`src/rtl/pipe_pkg.sv`:
```
// ---------------------------------------------------------------------------
// pipe_pkg
// Shared definitions for the parametrised MIPS inter-stage pipeline register.
//   pipe_state_t : holding state of a stage (EMPTY / HALF / FULL); the
//                  encoding equals the number of entries held, so it can be
//                  driven straight onto the occupancy port.
//   PIPE_NOP     : all-zero instruction word; a cleared payload decodes as
//                  this NOP in the instruction field.
//   PIPE_OCC_W   : width of the occupancy port.
// ---------------------------------------------------------------------------
package pipe_pkg;

    typedef enum logic [1:0] {
        EMPTY = 2'd0,
        HALF  = 2'd1,
        FULL  = 2'd2
    } pipe_state_t;

    localparam logic [31:0] PIPE_NOP   = 32'h0000_0000;
    localparam int          PIPE_OCC_W = 2;

endpackage

```
`src/rtl/pipe_data_reg.sv`:
```
// ---------------------------------------------------------------------------
// pipe_data_reg
// DATA_W-bit payload register with load enable and synchronous clear.
// Clear beats enable; reset value is zero (the PIPE_NOP pattern).
// Ports:
//   clk    in           rising-edge clock
//   rst_n  in           asynchronous active-low reset
//   i_en   in           load i_d on the next edge
//   i_clr  in           load zero on the next edge (wins over i_en)
//   i_d    in  DATA_W   data to load
//   o_q    out DATA_W   held data
// ---------------------------------------------------------------------------
module pipe_data_reg #(
    parameter int DATA_W = 32
) (
    input  logic              clk,
    input  logic              rst_n,
    input  logic              i_en,
    input  logic              i_clr,
    input  logic [DATA_W-1:0] i_d,
    output logic [DATA_W-1:0] o_q
);

    logic [DATA_W-1:0] r_q;

    always_ff @(posedge clk or negedge rst_n) begin
        if (!rst_n)
            r_q <= '0;
        else if (i_clr)
            r_q <= '0;
        else if (i_en)
            r_q <= i_d;
    end

    assign o_q = r_q;

endmodule

```
`src/rtl/pipe_stage_reg.sv`:
```
// ---------------------------------------------------------------------------
// pipe_stage_reg
// Inter-stage pipeline register with valid/ready handshake, synchronous
// flush and an optional skid slot. The payload is opaque: the instantiating
// stage packs pc_4, instruction, operands and control into in_data.
//
// Build option:
//   PIPE_STAGE_SKID_EN defined   : main + skid register, states
//                                  EMPTY/HALF/FULL, in_ready is a registered
//                                  decode (no path from out_ready).
//   PIPE_STAGE_SKID_EN undefined : main register only, states EMPTY/HALF,
//                                  in_ready = !out_valid | out_ready
//                                  (combinational), occupancy[1] = 0.
//
// Parameters:
//   DATA_W      payload width (>= 1)
//   CLEAR_DATA  1: flush also zeroes the payload registers; 0: flush only
//               drops the valid state and the data is left in place.
// Ports:
//   clk        in           rising-edge clock
//   rst_n      in           asynchronous active-low reset
//   flush      in           synchronous squash of all held entries
//   in_valid   in           upstream offers in_data
//   in_ready   out          stage accepts a push this cycle
//   in_data    in  DATA_W   upstream payload
//   out_valid  out          out_data holds a live entry
//   out_ready  in           downstream consumes out_data this cycle
//   out_data   out DATA_W   head payload (main register)
//   occupancy  out 2        entries held (0..2)
// ---------------------------------------------------------------------------
module pipe_stage_reg
    import pipe_pkg::*;
#(
    parameter int DATA_W     = 32,
    parameter bit CLEAR_DATA = 1'b1
) (
    input  logic                  clk,
    input  logic                  rst_n,
    input  logic                  flush,
    input  logic                  in_valid,
    output logic                  in_ready,
    input  logic [DATA_W-1:0]     in_data,
    output logic                  out_valid,
    input  logic                  out_ready,
    output logic [DATA_W-1:0]     out_data,
    output logic [PIPE_OCC_W-1:0] occupancy
);

    pipe_state_t       r_state;
    logic              w_push;
    logic              w_pop;
    logic              w_main_en;
    logic              w_clr;
    logic [DATA_W-1:0] w_main_d;
    logic [DATA_W-1:0] w_main_q;

    // A flush with CLEAR_DATA=0 must not touch the payload, so the enables
    // below are also gated by flush.
    assign w_clr = flush & CLEAR_DATA;

`ifdef PIPE_STAGE_SKID_EN

    pipe_state_t       w_state_nxt;
    logic              r_in_ready;
    logic              r_out_valid;
    logic              w_skid_en;
    logic [DATA_W-1:0] w_skid_q;

    assign w_push = in_valid & r_in_ready;
    assign w_pop  = r_out_valid & out_ready;

    always_comb begin
        w_state_nxt = r_state;
        w_main_en   = 1'b0;
        w_skid_en   = 1'b0;
        case (r_state)
            EMPTY: begin
                if (w_push) begin
                    w_state_nxt = HALF;
                    w_main_en   = 1'b1;
                end
            end
            HALF: begin
                if (w_push && w_pop) begin
                    w_main_en = 1'b1;
                end else if (w_push) begin
                    // Downstream stalled: park the new word behind main.
                    w_state_nxt = FULL;
                    w_skid_en   = 1'b1;
                end else if (w_pop) begin
                    w_state_nxt = EMPTY;
                end
            end
            FULL: begin
                // in_ready is low here, so only a pop can happen.
                if (w_pop) begin
                    w_state_nxt = HALF;
                    w_main_en   = 1'b1;
                end
            end
            default: w_state_nxt = EMPTY;
        endcase
        if (flush) begin
            w_state_nxt = EMPTY;
            w_main_en   = 1'b0;
            w_skid_en   = 1'b0;
        end
    end

    // Main refills from skid when draining FULL, otherwise from upstream.
    assign w_main_d = (r_state == FULL) ? w_skid_q : in_data;

    // in_ready/out_valid are decoded from the next state and registered so
    // that in_ready has no combinational dependence on out_ready.
    always_ff @(posedge clk or negedge rst_n) begin
        if (!rst_n) begin
            r_state     <= EMPTY;
            r_in_ready  <= 1'b1;
            r_out_valid <= 1'b0;
        end else begin
            r_state     <= w_state_nxt;
            r_in_ready  <= (w_state_nxt != FULL);
            r_out_valid <= (w_state_nxt != EMPTY);
        end
    end

    pipe_data_reg #(.DATA_W(DATA_W)) u_skid (
        .clk   (clk),
        .rst_n (rst_n),
        .i_en  (w_skid_en),
        .i_clr (w_clr),
        .i_d   (in_data),
        .o_q   (w_skid_q)
    );

    assign in_ready  = r_in_ready;
    assign out_valid = r_out_valid;
    assign occupancy = r_state;     // encoding equals entry count

`else

    // Single register: a push is accepted whenever the held word leaves in
    // the same cycle, which costs a combinational out_ready -> in_ready path.
    assign out_valid = (r_state == HALF);
    assign in_ready  = !out_valid | out_ready;
    assign w_push    = in_valid & in_ready;
    assign w_pop     = out_valid & out_ready;
    assign w_main_en = w_push & !flush;
    assign w_main_d  = in_data;

    always_ff @(posedge clk or negedge rst_n) begin
        if (!rst_n)
            r_state <= EMPTY;
        else if (flush)
            r_state <= EMPTY;
        else if (w_push)
            r_state <= HALF;
        else if (w_pop)
            r_state <= EMPTY;
    end

    assign occupancy = {1'b0, (r_state == HALF)};

`endif

    pipe_data_reg #(.DATA_W(DATA_W)) u_main (
        .clk   (clk),
        .rst_n (rst_n),
        .i_en  (w_main_en),
        .i_clr (w_clr),
        .i_d   (w_main_d),
        .o_q   (w_main_q)
    );

    assign out_data = w_main_q;

endmodule
```
`config.mk`:
```
export PLATFORM = sky130hd
export DESIGN_NAME = pipe_stage_reg
export DESIGN_NICKNAME = d
export VERILOG_FILES = /design/src/rtl/pipe_pkg.sv /design/src/rtl/pipe_data_reg.sv /design/src/rtl/pipe_stage_reg.sv
export SDC_FILE = /design/constraint.sdc
export NUM_CORES = 1
export LEC_CHECK = 0
export ABC_AREA = 1
export CAP_MARGIN = 30
export CELL_PAD_IN_SITES_DETAIL_PLACEMENT = 1
export CELL_PAD_IN_SITES_GLOBAL_PLACEMENT = 1
export CORE_ASPECT_RATIO = 0.7
export CORE_MARGIN = 5
export CORE_UTILIZATION = 30
export DETAILED_ROUTE_END_ITERATION = 8
export PLACE_DENSITY = 0.9
export SYNTH_ARGS = -nofsm -noshare
export SYNTH_HDL_FRONTEND = slang
export SYNTH_HIERARCHICAL = 1
export SYNTH_SLANG_ARGS = --single-unit
```
`constraint.sdc`:
```
create_clock -name clk -period 1.95 [get_ports clk]
set_clock_uncertainty 0.15 [all_clocks]
set_input_delay 0.2925 -clock clk [delete_from_list [all_inputs] [get_ports clk]]
set_output_delay 0.2925 -clock clk [all_outputs]
set_load 0.01 [all_outputs]
```
==> flow_metrics.py <==
metrics = {
    "outcome": {
        "outcome": "finished clean",
    },
    "critical_path": {
        "critical_path_required_ps": 1510,
        "cp.arrival_ps": 1410,
        "cp-end-kind": "output port",
        "ff2ff_path_depth": 6,
        "cp_max_fo": 2,
        "crit_type": "in2out",
        "setup.worst_path.start_class": "input pin",
    },
    "power": {
        "leakagePower_nw": 1.09,
        "p_per_area_nw_per_um2": 668,
        "irDropWorstVdd_mv": 0.359,
    },
    "placed_design": {
        "placed_cells": 271,
        "gp_congestion": 0.632,
        "port_buffers": 71,
        "hpwl_mm": 3.02,
    },
    "global_routing": {
        "grt_antenna_before_repair": 0,
        "grt-ovfl-total": 0,
        "grt_pass1_wl_mm": 6.56,
        "first_global_vias": 1300,
        "track_usage_pct": 13.7,
        "grt_max_degree": 34,
    },
    "clocking": {
        "cts_tree": "built",
        "post_cts_buffers": 0,
        "cts_buffers": 5,
        "clock-sinks": 33,
        "post_cts_resized": 0,
        "cts.path.max_buffers": 2,
        "cts-root-buf": "clkbuf_8",
        "cts.clk_slew.worst_paths_ps": 60,
        "insertion_delay_ps": 270,
        "htree_levels": 2,
    },
    "drt": {
        "wl_per_cell_um": 14.6,
        "dr.first_iter.drc_count": 34,
        "vias": 1267,
        "drc": 0,
        "dr.pass1.iters": 4,
        "wirelength_mm": 4.08,
        "via_per_inst": 4.53,
        "ant_nets": 0,
    },
    "synthesis": {
        "synth_fp_nets": 189,
        "synth.top_cell.area_share_pct": 57.7,
        "yosysSeqAreaShare_pct": 57.7,
        "yosysTopAreaCell": "dfrtp_1",
        "synth-seq-cells": 33,
        "synthCells": 152,
        "yosys_warnings": 6,
        "synthTopCellsByArea": "dfrtp_1, nand2_1, nand3_1",
        "synth_area_per_cell_sq_um": 9.42,
        "synthDistinctLibCells": 14,
        "synth_area_sq_um": 1430,
    },
    "floorplanning": {
        "die_area_sq_um": 6270,
        "num_io_pins": 73,
        "die_h_um": 67.8,
        "die_w_um": 92.6,
        "fp-row-count": 21,
        "start_util_pct": 30.4,
        "fp.coreArea_sq_um": 4700,
    },
    "final_layout": {
        "antenna_cells": 0,
        "final_cell_mix": "clkdlybuf4s50_1, nand2_1, dfrtp_1",
        "nNetsFinal": 259,
        "final_common_cell": "clkdlybuf4s50_1",
        "area_growth_pct": 54.5,
        "stdcell_count": 280,
        "drive_gt1_share_pct": 9.42,
    },
    "sta": {
        "relSlewSlack_pct": 49.7,
        "hold_viol_final": 0,
        "max_freq_mhz": 540,
        "final.period_utilization_pct": 94.9,
        "tightest_slew_ps": 754,
        "min_period_ps": 1850,
        "rsz0062_at_grt": "false",
        "fin_tns_setup_ps": 0,
        "setup_violations": 0,
        "maxSlewViolCount": 0,
    },
    "min_path": {
        "hold_depth": 2,
        "hp-class": "reg2reg",
    },
    "run": {
        "drv_cap": 0,
    },
}
==> synthesized netlist by cell type <==
cell and n:
conb_1 1, buf_2 1, dfrtp_1 33, inv_1 2, nor2_2 1, nand2_1 66, inv_2 2, clkbuf_8 1
nand3_1 28, nor2_8 1, buf_6 6, nand2_2 1, nand3_2 5, buf_4 4
==> kinds of logic after synthesis <==
logic type	Yosys count	share of synthesized area, %
buf+inv	16	9.18
simple gates	102	32.9
flops	33	57.7
other cells	1	0.262
==> through the flow <==
step | total power, mW | setup WS (ps) | hold WS [ps] | util, % | cell area [sq um]
2_1_floorplan | 0.853 | 599 | -153 | - | 1430
3_3_place_gp | 1.01 | 116 | 247 | 45.1 | 2120
3_5_place_dp | 1.02 | 43.4 | 254 | 45.1 | 2120
4_1_cts | 1.51 | 90.6 | 324 | 47.0 | 2210
5_1_grt | 1.57 | 43.0 | 353 | 47.0 | 2210
6_report | 1.48 | 98.8 | 322 | 47.0 | 2210
==> path summary, 6_finish.rpt <==
| check | from | endpoint | slack (ps) |
|---|---|---|---|
| max reg2reg | r_state[0] | u_main/o_q[26] | 510 |
| max in group asynchronous | rst_n | u_main/o_q[13] | 700 |
| min | u_main/o_q[28] | u_main/o_q[28] | 320 |
| max | out_ready | in_ready | 100 |
| min reg2reg | u_main/o_q[28] | u_main/o_q[28] | 320 |
| min in group asynchronous | rst_n | r_state[0] | 470 |
==> state kept, by name, summed over array words and instances, names as in the netlist <==
signal,flops
u_main/o_q,32
r_state,1
==> power breakdown <==
part | switching, mW | leakage (nW) | internal (mW)
combinational | 0.120 | 0.593 | 0.146
sequential | 0.0183 | 0.448 | 0.717
clock | 0.230 | 0.0450 | 0.247
==> critical path, cell delays in order <==
cell	delay, ps
clkdlybuf4s50_1	460
inv_1	60
nand2_2	70
clkdlybuf4s50_1	530
==> routing by layer <==
metal  vias to the layer above  part of all wire (%)  global-route usage (%)
met5                         -                     0                       0
met4                         0                  0.93                    4.07
met3                         4                   8.6                    5.46
met2                        45                    47                    22.6
met1                       602                    43                    16.7
li1                        616                     -                       -
==> layout make-up <==
| cell class | count | area, sq um |
|---|---|---|
| sequential | 33 | 826 |
| tap | 57 | 71.3 |
| fill | 547 | 2490 |
| clock buffer | 6 | 72.6 |
| timing repair buffer | 75 | 738 |
| multi-input combinational | 103 | 479 |
| clock inverter | 2 | 10.0 |
| inverter | 4 | 15.0 |
==> repair_timing <==
item | CTS | global route
hold buffers | 1 | 0
setup endpoints to repair | 0 | 0
endpoints found under the hold margin | 33 | 0
Power figures use the tool's default switching activity.
